## src/rtl/mux81_rr_arbiter_pkg.sv

```systemverilog
// Shared constants and types for the 8:1 mux round-robin arbiter.
//   N_REQ   : requester count (equals the mux input count)
//   SEL_W   : select width driving {s2,s1,s0}
//   arb_state_e : arbiter FSM states
//   grant_t : registered grant payload (one-hot grant, index, valid)
package mux_arb_pkg;

  localparam int unsigned N_REQ = 8;
  localparam int unsigned SEL_W = 3;

  typedef enum logic {
    ARB_IDLE  = 1'b0,
    ARB_GRANT = 1'b1
  } arb_state_e;

  typedef struct packed {
    logic [N_REQ-1:0] gnt;
    logic [SEL_W-1:0] sel;
    logic             vld;
  } grant_t;

  // Index to one-hot grant vector.
  function automatic logic [N_REQ-1:0] onehot(input logic [SEL_W-1:0] idx);
    onehot = N_REQ'(1) << idx;
  endfunction

endpackage

```

## src/rtl/mux81_rr_arbiter_if.sv

```systemverilog
// Request/grant bundle between the requesters and the mux arbiter.
//   en      : new grants allowed
//   req     : request vector, one bit per requester
//   gnt     : one-hot grant
//   sel     : granted index, drives the mux selects
//   gnt_vld : gnt/sel valid
//   timeout : one-cycle pulse after a forced release
// master = requester side, slave = arbiter side.
interface mux81_rr_arbiter_if;

  logic                              en;
  logic [mux_arb_pkg::N_REQ-1:0]     req;
  logic [mux_arb_pkg::N_REQ-1:0]     gnt;
  logic [mux_arb_pkg::SEL_W-1:0]     sel;
  logic                              gnt_vld;
  logic                              timeout;

  modport master (
    output en, req,
    input  gnt, sel, gnt_vld, timeout
  );

  modport slave (
    input  en, req,
    output gnt, sel, gnt_vld, timeout
  );

endinterface

```

## src/rtl/mux81_rr_arbiter_rr_pick.sv

```systemverilog
// Combinational round-robin picker.
//   req  : request vector
//   last : most recently served index; search starts at last+1
//   any  : at least one request set
//   idx  : winning index (valid when any=1)
// Rotate so last+1 sits at bit 0, take the lowest set bit, rotate the
// offset back. The previous owner ends up last in search order.
module rr_pick
  import mux_arb_pkg::*;
(
  input  logic [N_REQ-1:0] req,
  input  logic [SEL_W-1:0] last,
  output logic             any,
  output logic [SEL_W-1:0] idx
);

  logic [SEL_W-1:0] start;
  logic [SEL_W-1:0] pos;
  logic [SEL_W-1:0] off;
  logic [N_REQ-1:0] rot;

  always_comb begin
    start = last + SEL_W'(1);
    pos   = '0;
    rot   = '0;
    off   = '0;
    // Rotate: rot[k] = req[(last+1+k) mod N_REQ]; SEL_W arithmetic wraps.
    for (int unsigned k = 0; k < N_REQ; k++) begin
      pos    = start + SEL_W'(k);
      rot[k] = req[pos];
    end
    // Fixed-priority encode, lowest bit wins (descending loop, last write wins).
    for (int k = int'(N_REQ) - 1; k >= 0; k--) begin
      if (rot[k]) off = SEL_W'(k);
    end
    any = |req;
    idx = start + off;
  end

endmodule

```

## src/rtl/mux81_rr_arbiter.sv

```systemverilog
// Round-robin arbiter owning the shared 8:1 mux path.
//   clk, rst_n : clock, async active-low reset
//   bus        : slave side of mux81_rr_arbiter_if (en/req in,
//                gnt/sel/gnt_vld/timeout out, all registered)
// Parameters:
//   MAX_HOLD : max consecutive grant cycles per requester (>=2)
//   HOLD_W   : hold counter width, 2**HOLD_W > MAX_HOLD
module mux81_rr_arbiter
  import mux_arb_pkg::*;
#(
  parameter int unsigned MAX_HOLD = 16,
  parameter int unsigned HOLD_W   = 5
) (
  input  logic                 clk,
  input  logic                 rst_n,
  mux81_rr_arbiter_if.slave    bus
);

  localparam logic [HOLD_W-1:0] HOLD_LIM = HOLD_W'(MAX_HOLD - 1);

  arb_state_e       state_q, state_d;
  grant_t           grant_q, grant_d;
  logic [HOLD_W-1:0] hold_q, hold_d;
  logic [SEL_W-1:0] last_q, last_d;
  logic             timeout_q, timeout_d;

  logic [SEL_W-1:0] pick_last;
  logic             pick_any;
  logic [SEL_W-1:0] pick_idx;
  logic             cur_req;
  logic             at_limit;
  logic             release_c;
  logic             forced_c;

  // While granting, search from the current owner so it is eligible last.
  assign pick_last = (state_q == ARB_GRANT) ? grant_q.sel : last_q;

  rr_pick u_pick (
    .req  (bus.req),
    .last (pick_last),
    .any  (pick_any),
    .idx  (pick_idx)
  );

  assign cur_req   = bus.req[grant_q.sel];
  assign at_limit  = (hold_q == HOLD_LIM);
  assign release_c = !cur_req || at_limit;
  // A drop coinciding with the limit is treated as voluntary.
  assign forced_c  = cur_req && at_limit;

  // Next-state and next-output logic.
  always_comb begin
    state_d   = state_q;
    grant_d   = grant_q;
    hold_d    = hold_q;
    last_d    = last_q;
    timeout_d = 1'b0;

    unique case (state_q)
      ARB_IDLE: begin
        if (bus.en && pick_any) begin
          grant_d.gnt = onehot(pick_idx);
          grant_d.sel = pick_idx;
          grant_d.vld = 1'b1;
          hold_d      = '0;
          state_d     = ARB_GRANT;
        end
      end
      ARB_GRANT: begin
        if (release_c) begin
          last_d    = grant_q.sel;
          timeout_d = forced_c;
          if (bus.en && pick_any) begin
            // Back-to-back handover, fresh hold count.
            grant_d.gnt = onehot(pick_idx);
            grant_d.sel = pick_idx;
            grant_d.vld = 1'b1;
            hold_d      = '0;
          end else begin
            // sel keeps its last value while idle.
            grant_d.gnt = '0;
            grant_d.vld = 1'b0;
            hold_d      = '0;
            state_d     = ARB_IDLE;
          end
        end else if (!at_limit) begin
          hold_d = hold_q + HOLD_W'(1);
        end
      end
      default: begin
        state_d = ARB_IDLE;
      end
    endcase
  end

  // State and output registers.
  always_ff @(posedge clk or negedge rst_n) begin
    if (!rst_n) begin
      state_q   <= ARB_IDLE;
      grant_q   <= '0;
      hold_q    <= '0;
      last_q    <= SEL_W'(N_REQ - 1);
      timeout_q <= 1'b0;
    end else begin
      state_q   <= state_d;
      grant_q   <= grant_d;
      hold_q    <= hold_d;
      last_q    <= last_d;
      timeout_q <= timeout_d;
    end
  end

  assign bus.gnt     = grant_q.gnt;
  assign bus.sel     = grant_q.sel;
  assign bus.gnt_vld = grant_q.vld;
  assign bus.timeout = timeout_q;

endmodule
```

## src/flat_wrapper.sv

```systemverilog
// flat-port wrapper written by rule: the top's interface ports become plain ports
module mux81_rr_arbiter_flat import mux_arb_pkg::*;
#(
  parameter int unsigned MAX_HOLD = 16,
  parameter int unsigned HOLD_W   = 5
)
  (clk, rst_n, bus_en, bus_req, bus_gnt, bus_sel, bus_gnt_vld, bus_timeout);
  mux81_rr_arbiter_if bus_i ();
  input  logic clk;
  input  logic rst_n;
  input wire logic [$bits(bus_i.en)-1:0] bus_en;
  input wire logic [$bits(bus_i.req)-1:0] bus_req;
  output wire logic [$bits(bus_i.gnt)-1:0] bus_gnt;
  output wire logic [$bits(bus_i.sel)-1:0] bus_sel;
  output wire logic [$bits(bus_i.gnt_vld)-1:0] bus_gnt_vld;
  output wire logic [$bits(bus_i.timeout)-1:0] bus_timeout;
  assign bus_i.en = bus_en;
  assign bus_i.req = bus_req;
  assign bus_gnt = bus_i.gnt;
  assign bus_sel = bus_i.sel;
  assign bus_gnt_vld = bus_i.gnt_vld;
  assign bus_timeout = bus_i.timeout;
  mux81_rr_arbiter #(.MAX_HOLD(MAX_HOLD), .HOLD_W(HOLD_W)) u_core (.clk(clk), .rst_n(rst_n), .bus(bus_i));
endmodule
```

## config.mk

```make
export PLATFORM = sky130hd
export DESIGN_NAME = mux81_rr_arbiter_flat
export DESIGN_NICKNAME = d
export VERILOG_FILES = /design/src/rtl/mux81_rr_arbiter_pkg.sv /design/src/rtl/mux81_rr_arbiter_if.sv /design/src/rtl/mux81_rr_arbiter_rr_pick.sv /design/src/rtl/mux81_rr_arbiter.sv /design/src/flat_wrapper.sv
export SDC_FILE = /design/constraint.sdc
export NUM_CORES = 1
export LEC_CHECK = 0
export BUFFER_PORTS_ARGS = -buffer_cell sky130_fd_sc_hd__buf_2
export CAP_MARGIN = 20
export CORE_ASPECT_RATIO = 1.4
export CORE_MARGIN = 5
export CORE_UTILIZATION = 55
export CTS_CLUSTER_DIAMETER = 150
export DETAILED_ROUTE_END_ITERATION = 8
export PLACE_DENSITY_LB_ADDON = 0.15
export SETUP_SLACK_MARGIN = 0.5
export SLEW_MARGIN = 30
export SYNTH_ARGS = -nofsm -noshare
export SYNTH_HDL_FRONTEND = slang
export SYNTH_SLANG_ARGS = --single-unit
```

## constraint.sdc

```tcl
create_clock -name clk -period 6.04 [get_ports clk]
set_clock_uncertainty 0.15 [all_clocks]
set_input_delay 0.906 -clock clk [delete_from_list [all_inputs] [get_ports clk]]
set_output_delay 0.906 -clock clk [all_outputs]
set_load 0.03 [all_outputs]
```

[Word-level counts from Yosys, hierarchy flattened]
Index checks and enable logic that the tools add are counted.
Operators by class
  add/sub/neg operators: 10
  magnitude comparators: 9
  equal/unequal tests: 5
  shift operators: 1
  muxes and demuxes: 41
  bitwise gates (word level): 1
  reductions and logical operators: 9
Operator list (number)
  less-than comparator 3 x 4 -> 1 bit (second input constant): 9
  2-to-1 mux 3 bit: 10
  binary-select mux 1 bit (select 3 bit): 9
  2-to-1 mux 12 bit: 2
  one-hot mux 12 bit (2 select lines): 1
  2-to-1 mux 5 bit: 3
  2-to-1 mux 1 bit: 13
  adder 3 bit (second input constant): 4
  one-hot mux 5 bit (2 select lines): 1
  2-to-1 mux 8 bit: 1
  OR reduction 8 bit: 1
  << shifter 1 x 3 -> 8 bit (first input constant): 1
  adder 3 x 1 -> 3 bit (second input constant): 2
  adder 3 x 2 -> 3 bit (second input constant): 2
  AND reduction 2 bit: 3
  adder 5 x 1 -> 5 bit (second input constant): 1
  == test 5 x 4 -> 1 bit (second input constant): 1
  inequality test 2 bit (second input constant): 2
  adder 3 bit: 1
  inequality test 3 bit (second input constant): 1
  AND reduction 3 bit: 1
  logical AND 1 bit: 2
  inequality test 2 x 1 -> 1 bit (second input constant): 1
  one-hot mux 1 bit (2 select lines): 1
  3 further kinds: 3
Word-level totals
  bits in registers: 22
  bits of input ports: 11
  output and inout port bits: 13
  logic and storage cells: 83

[Logic depth before layout (Yosys ltp)]
  depth in word-level cells: 18
  gate-level depth with buffers: 18
  depth with buffers taken out: 16

[Modules after synthesis]
Synthesis repeated with hierarchy kept, for this count alone.
Unflattened totals
  cell total of the unflattened synthesis: 186
  area, all modules: 1931.9 um2
By module, submodules not included
  mux81_rr_arbiter: times used 1, cells an instance 135, area each 1352.5 um2, seq. area each 554.3 um2
  rr_pick: times used 1, cells an instance 51, area each 579.3 um2, seq. area each 0.0 um2

[Least setup slack after synthesis]
Ideal clock, no wire load.
  kind: reg-to-reg
  start point: register u_core.grant_q, in the netlist u_core.bus.sel[0]
  end point: register u_core.grant_q, in the netlist u_core.bus.gnt[6]
  setup time: 0.069 ns
  arrival time: 3.904 ns
  data required time: 5.821 ns
  setup slack: 1.918 ns
  cell stages (with the launch flop): 17
  buffers on the path: 1
  period minus slack after synthesis: 4.122 ns
  path through: dfrtp_1 mux2i_2 buf_6 inv_1 ha_1 xnor2_4 mux4_2 inv_1 a21oi_1 o21ai_0 a21boi_0 ha_1 inv_1 fa_1 nor4_1 o21ai_0 nand3_1
Between the ends
  word-level cells in the longest chain between the ends: 18
  elaborated cells on any way between the ends: 45
  those cells by class: add/sub (9); eq/ne (1); shift (1); mux (31); reduce/logical (3)
RTL lines
  start: declaration: RTL line mux81_rr_arbiter.sv:22  | grant_t grant_q, grant_d;
  start signal: assignment: RTL line mux81_rr_arbiter.sv:106  | grant_q <= grant_d;
  2-to-1 mux 3 bit: RTL line mux81_rr_arbiter.sv:36  | assign pick_last = (state_q == ARB_GRANT) ? grant_q.sel : last_q;
  adder 3 x 1 -> 3 bit: RTL line mux81_rr_arbiter_rr_pick.sv:23  | start = last + SEL_W'(1);
  adder 3 bit: RTL line mux81_rr_arbiter_rr_pick.sv:29  | pos = start + SEL_W'(k);
  binary-select mux 1 bit (select 3 bit): RTL line mux81_rr_arbiter_rr_pick.sv:30  | rot[k] = req[pos];
  2-to-1 mux 1 bit (implied by the code): RTL line mux81_rr_arbiter_rr_pick.sv:30
  2-to-1 mux 3 bit (8 in series): RTL line mux81_rr_arbiter_rr_pick.sv:34  | if (rot[k]) off = SEL_W'(k);
  adder 3 bit: RTL line mux81_rr_arbiter_rr_pick.sv:37  | idx = start + off;
  << shifter 1 x 3 -> 8 bit: RTL line mux81_rr_arbiter_pkg.sv:24  | onehot = N_REQ'(1) << idx;
  2-to-1 mux 8 bit: RTL line mux81_rr_arbiter.sv:73  | if (bus.en && pick_any) begin
  2-to-1 mux 12 bit: RTL line mux81_rr_arbiter.sv:70  | if (release_c) begin
  one-hot mux 12 bit (2 select lines): RTL line mux81_rr_arbiter.sv:59  | unique case (state_q)
Several ways; a longest one is shown, not always the timed one. The select of a mux whose other input is x is not followed.
A chain may end at the register's enable or synchronous reset.

[Worst setup path in the final report]
  start point: register u_core.state_q
  end point: register u_core.grant_q, in the netlist u_core.bus.gnt[0]
Between the ends
  word-level cells in the longest chain between the ends: 18
  elaborated cells on any way between the ends: 43
  those cells by class: add/sub (9); eq/ne (2); shift (1); mux (29); bitwise (1); reduce/logical (1)
RTL lines
  start: declaration: RTL line mux81_rr_arbiter.sv:21  | arb_state_e state_q, state_d;
  start signal: assignment: RTL line mux81_rr_arbiter.sv:105  | state_q <= state_d;
  2-to-1 mux 3 bit: RTL line mux81_rr_arbiter.sv:36
  adder 3 x 1 -> 3 bit: RTL line mux81_rr_arbiter_rr_pick.sv:23
  adder 3 bit: RTL line mux81_rr_arbiter_rr_pick.sv:29
  binary-select mux 1 bit (select 3 bit): RTL line mux81_rr_arbiter_rr_pick.sv:30
  2-to-1 mux 1 bit (implied by the code): RTL line mux81_rr_arbiter_rr_pick.sv:30
  2-to-1 mux 3 bit (8 in series): RTL line mux81_rr_arbiter_rr_pick.sv:34
  adder 3 bit: RTL line mux81_rr_arbiter_rr_pick.sv:37
  << shifter 1 x 3 -> 8 bit: RTL line mux81_rr_arbiter_pkg.sv:24
  2-to-1 mux 8 bit: RTL line mux81_rr_arbiter.sv:73
  2-to-1 mux 12 bit: RTL line mux81_rr_arbiter.sv:70
  one-hot mux 12 bit (2 select lines): RTL line mux81_rr_arbiter.sv:59
Several ways; a longest one is shown, not always the timed one. The select of a mux whose other input is x is not followed.

==> reports/metrics.cfg <==
[outcome]
status = finished, final reports clean

[floorplan]
ios = 24
start_util_pct = 55.5
rows = 24
die_area_mm2 = 0.00432
die_w_um = 57.0
core_area_mm2 = 0.00306
die_h_um = 75.8

[yosys]
synth.avg_cell_area_um2 = 10.2
async_reset_ff_share_pct = 100
synth_flop_cell = dfrtp_1
synth_edf_count = 0
synth_fp_nets = 184
synth_area_leaders = dfrtp_1, mux2i_1, mux4_2
ys_ff_latch = 22
yosysUniqueCellTypes = 40
yosysTopAreaCellShare_pct = 28.0
yosysMostFrequentCell = mux2i_1
syn_area_mm2 = 0.00170
seq_area_frac_synth_pct = 32.6
yosysWarnings = 0
yosys-top-cells-count = mux2i_1, nand3_1, dfrtp_1
synth_cells = 167
yosysTopAreaCell = dfrtp_1

[sta]
max_freq_mhz = 225
relSlewSlack_pct = 58.0
hold_viol_final = 0
finalCriticalPeriod_ps = 4440
worst_slew_pin_slew_ps = 626
setup_viol = 0
fin_crit_sh_pct = 73.6
timing.setup.tns_ps = 0
rsz0062_at_grt = no
slew_viol_final = 0

[drt]
vias = 1380
drcViolationCount = 0
avgViaCountPerCell = 6.03
drt_iter0_markers = 32
drt-total-wl_mm = 3.75
first_pass_iters = 5
drtAntennaViolNets = 0
routedWlPerCell_um = 16.4

[worst_setup_path]
cp.required_ps = 6090
timing.rr.start = u_core.state_q$_DFF_PN0_
worstRegToRegCells = 15
arrival_ps = 4490
start_kind = flip-flop
crit_fanout = 13
r2r_end = u_core.bus.gnt[0]$_DFFE_PN0P_
crit_type = reg2reg
crit_path_end_kind = flip-flop
r2r_setup_slack_ps = 1600

[clocking]
cts_tree = yes
numCtsBuffers = 3
cts-root-buf = clkbuf_8
path_clk_slew_ps = 80
cts_resized = 0
ctsHoldBuffers = 0
cts_setup_buffers = 0
clkSinkCount = 22
cts.path.max_buffers = 2
h-tree-depth = 1
clock_latency_ps = 260

[hold_path]
whs_endpoint = u_core.bus.gnt_vld$_DFFE_PN0P_
hold_path.startpoint = u_core.bus.gnt_vld$_DFFE_PN0P_
holdPathStages = 2
hp-class = reg2reg

[global_route]
antenna_found_initial = 0
grt_start_max_net_pins = 23
grt_pass1_wl_mm = 6.50
grt_usage_pct = 18.8
gr-total-overflow = 0
grt_pass1_vias = 1420

[finish]
area_delta_synth_final_pct = 10.9
antenna_cells = 0
nNetsFinal = 208
drive_above_1_share_pct = 25.3
final.fill_count = 271

[place]
portBuffers = 23
gp_congestion = 0.803
hpwl_mm = 2.95

[flow_run]
cap_viol_max_count = 0

-- layout make-up --
cell class	instances	area [um2]	area share [%]
multi-input cells	131	1080	57.1
flip-flops and latches	22	554	29.4
repair buffers	25	130	6.90
well taps	39	48.8	2.59
inverters	8	30.0	1.59
clock buffers	4	45.0	2.39
-- layer usage --
layer	track usage (%)	up-vias	share of wire (%)
met1	22.1	670	40
li1	-	666	-
met2	36.0	40	55
met5	0	-	0
met3	2.37	4	4.8
met4	5.15	0	0.83
-- layout by cell type, fill, tap and decap left out, drive strengths merged, types with 2 or more instances in the layout --
cell type / n
a21boi: 2
a21oi: 2
and3: 3
buf: 25
clkbuf: 4
dfrtp: 19
dfstp: 3
ha: 5
inv: 8
mux2: 4
mux2i: 25
mux4: 6
nand2: 18
nand2b: 2
nand3: 20
nand4: 2
nor2: 3
nor3: 3
nor3b: 2
nor4: 4
nor4b: 2
o21ai: 16
o31ai: 2
xnor2: 2
xor2: 2
-- cell families after synthesis --
| group | count (synthesis) | share of synthesized area, % |
|---|---|---|
| adder cells (fa/ha/maj) | 6 | 4.86 |
| AO/OA/AOI/OAI | 23 | 7.80 |
| AND/OR/NAND/NOR | 62 | 19.9 |
| flip-flops | 22 | 32.6 |
| XOR/XNOR | 5 | 4.56 |
| buffers and inverters | 14 | 4.05 |
| multiplexers | 35 | 26.3 |
-- state kept, by name (all words and copies together) (netlist names) --
name                count
u_core.bus.gnt_vld      1
u_core.bus.timeout      1
u_core.bus.sel          3
u_core.hold_q           5
u_core.bus.gnt          8
u_core.state_q          1
u_core.last_q           3
-- how the worst max path moves through the flow --
stage / startpoint / endpoint / cells past startpoint
final: u_core.state_q$_DFF_PN0_ / u_core.bus.gnt[0]$_DFFE_PN0P_ / 15
after detailed placement: u_core.state_q$_DFF_PN0_ / u_core.bus.gnt[4]$_DFFE_PN0P_ / 15
after global routing: u_core.state_q$_DFF_PN0_ / u_core.bus.gnt[4]$_DFFE_PN0P_ / 17
after floorplan: u_core.bus.sel[0]$_DFFE_PN0P_ / u_core.bus.gnt[6]$_DFFE_PN0P_ / 16
after global placement: u_core.state_q$_DFF_PN0_ / u_core.bus.gnt[6]$_DFFE_PN0P_ / 16
after CTS: u_core.state_q$_DFF_PN0_ / u_core.bus.gnt[0]$_DFFE_PN0P_ / 15
-- metrics by stage --
stage	cell area, um2	hold WS (ps)	setup slack (ps)	util (%)	std cells
finish	1890	338	1600	61.6	229
global route	1890	370	1240	61.6	229
CTS	1890	345	1610	61.6	229
detailed placement	1840	314	1650	60.1	225
global placement	1840	315	1780	60.1	225
floorplan	1700	300	1920	-	167
-- critical path: stages (launching register included) --
cell and delay [ps]:
dfrtp_1 540, mux2i_2 240, buf_4 250, inv_1 70, ha_1 280, xnor2_4 350
mux4_2 590, nand2_1 160, nand3_1 100, nand3_1 110, nand3_1 120, fa_1 480
xnor2_1 240, nor4b_1 420, o21ai_0 170, nand3_1 100
Power is not shown: default switching activity piles up to over one toggle a cycle in this logic, so the estimate is an artifact.
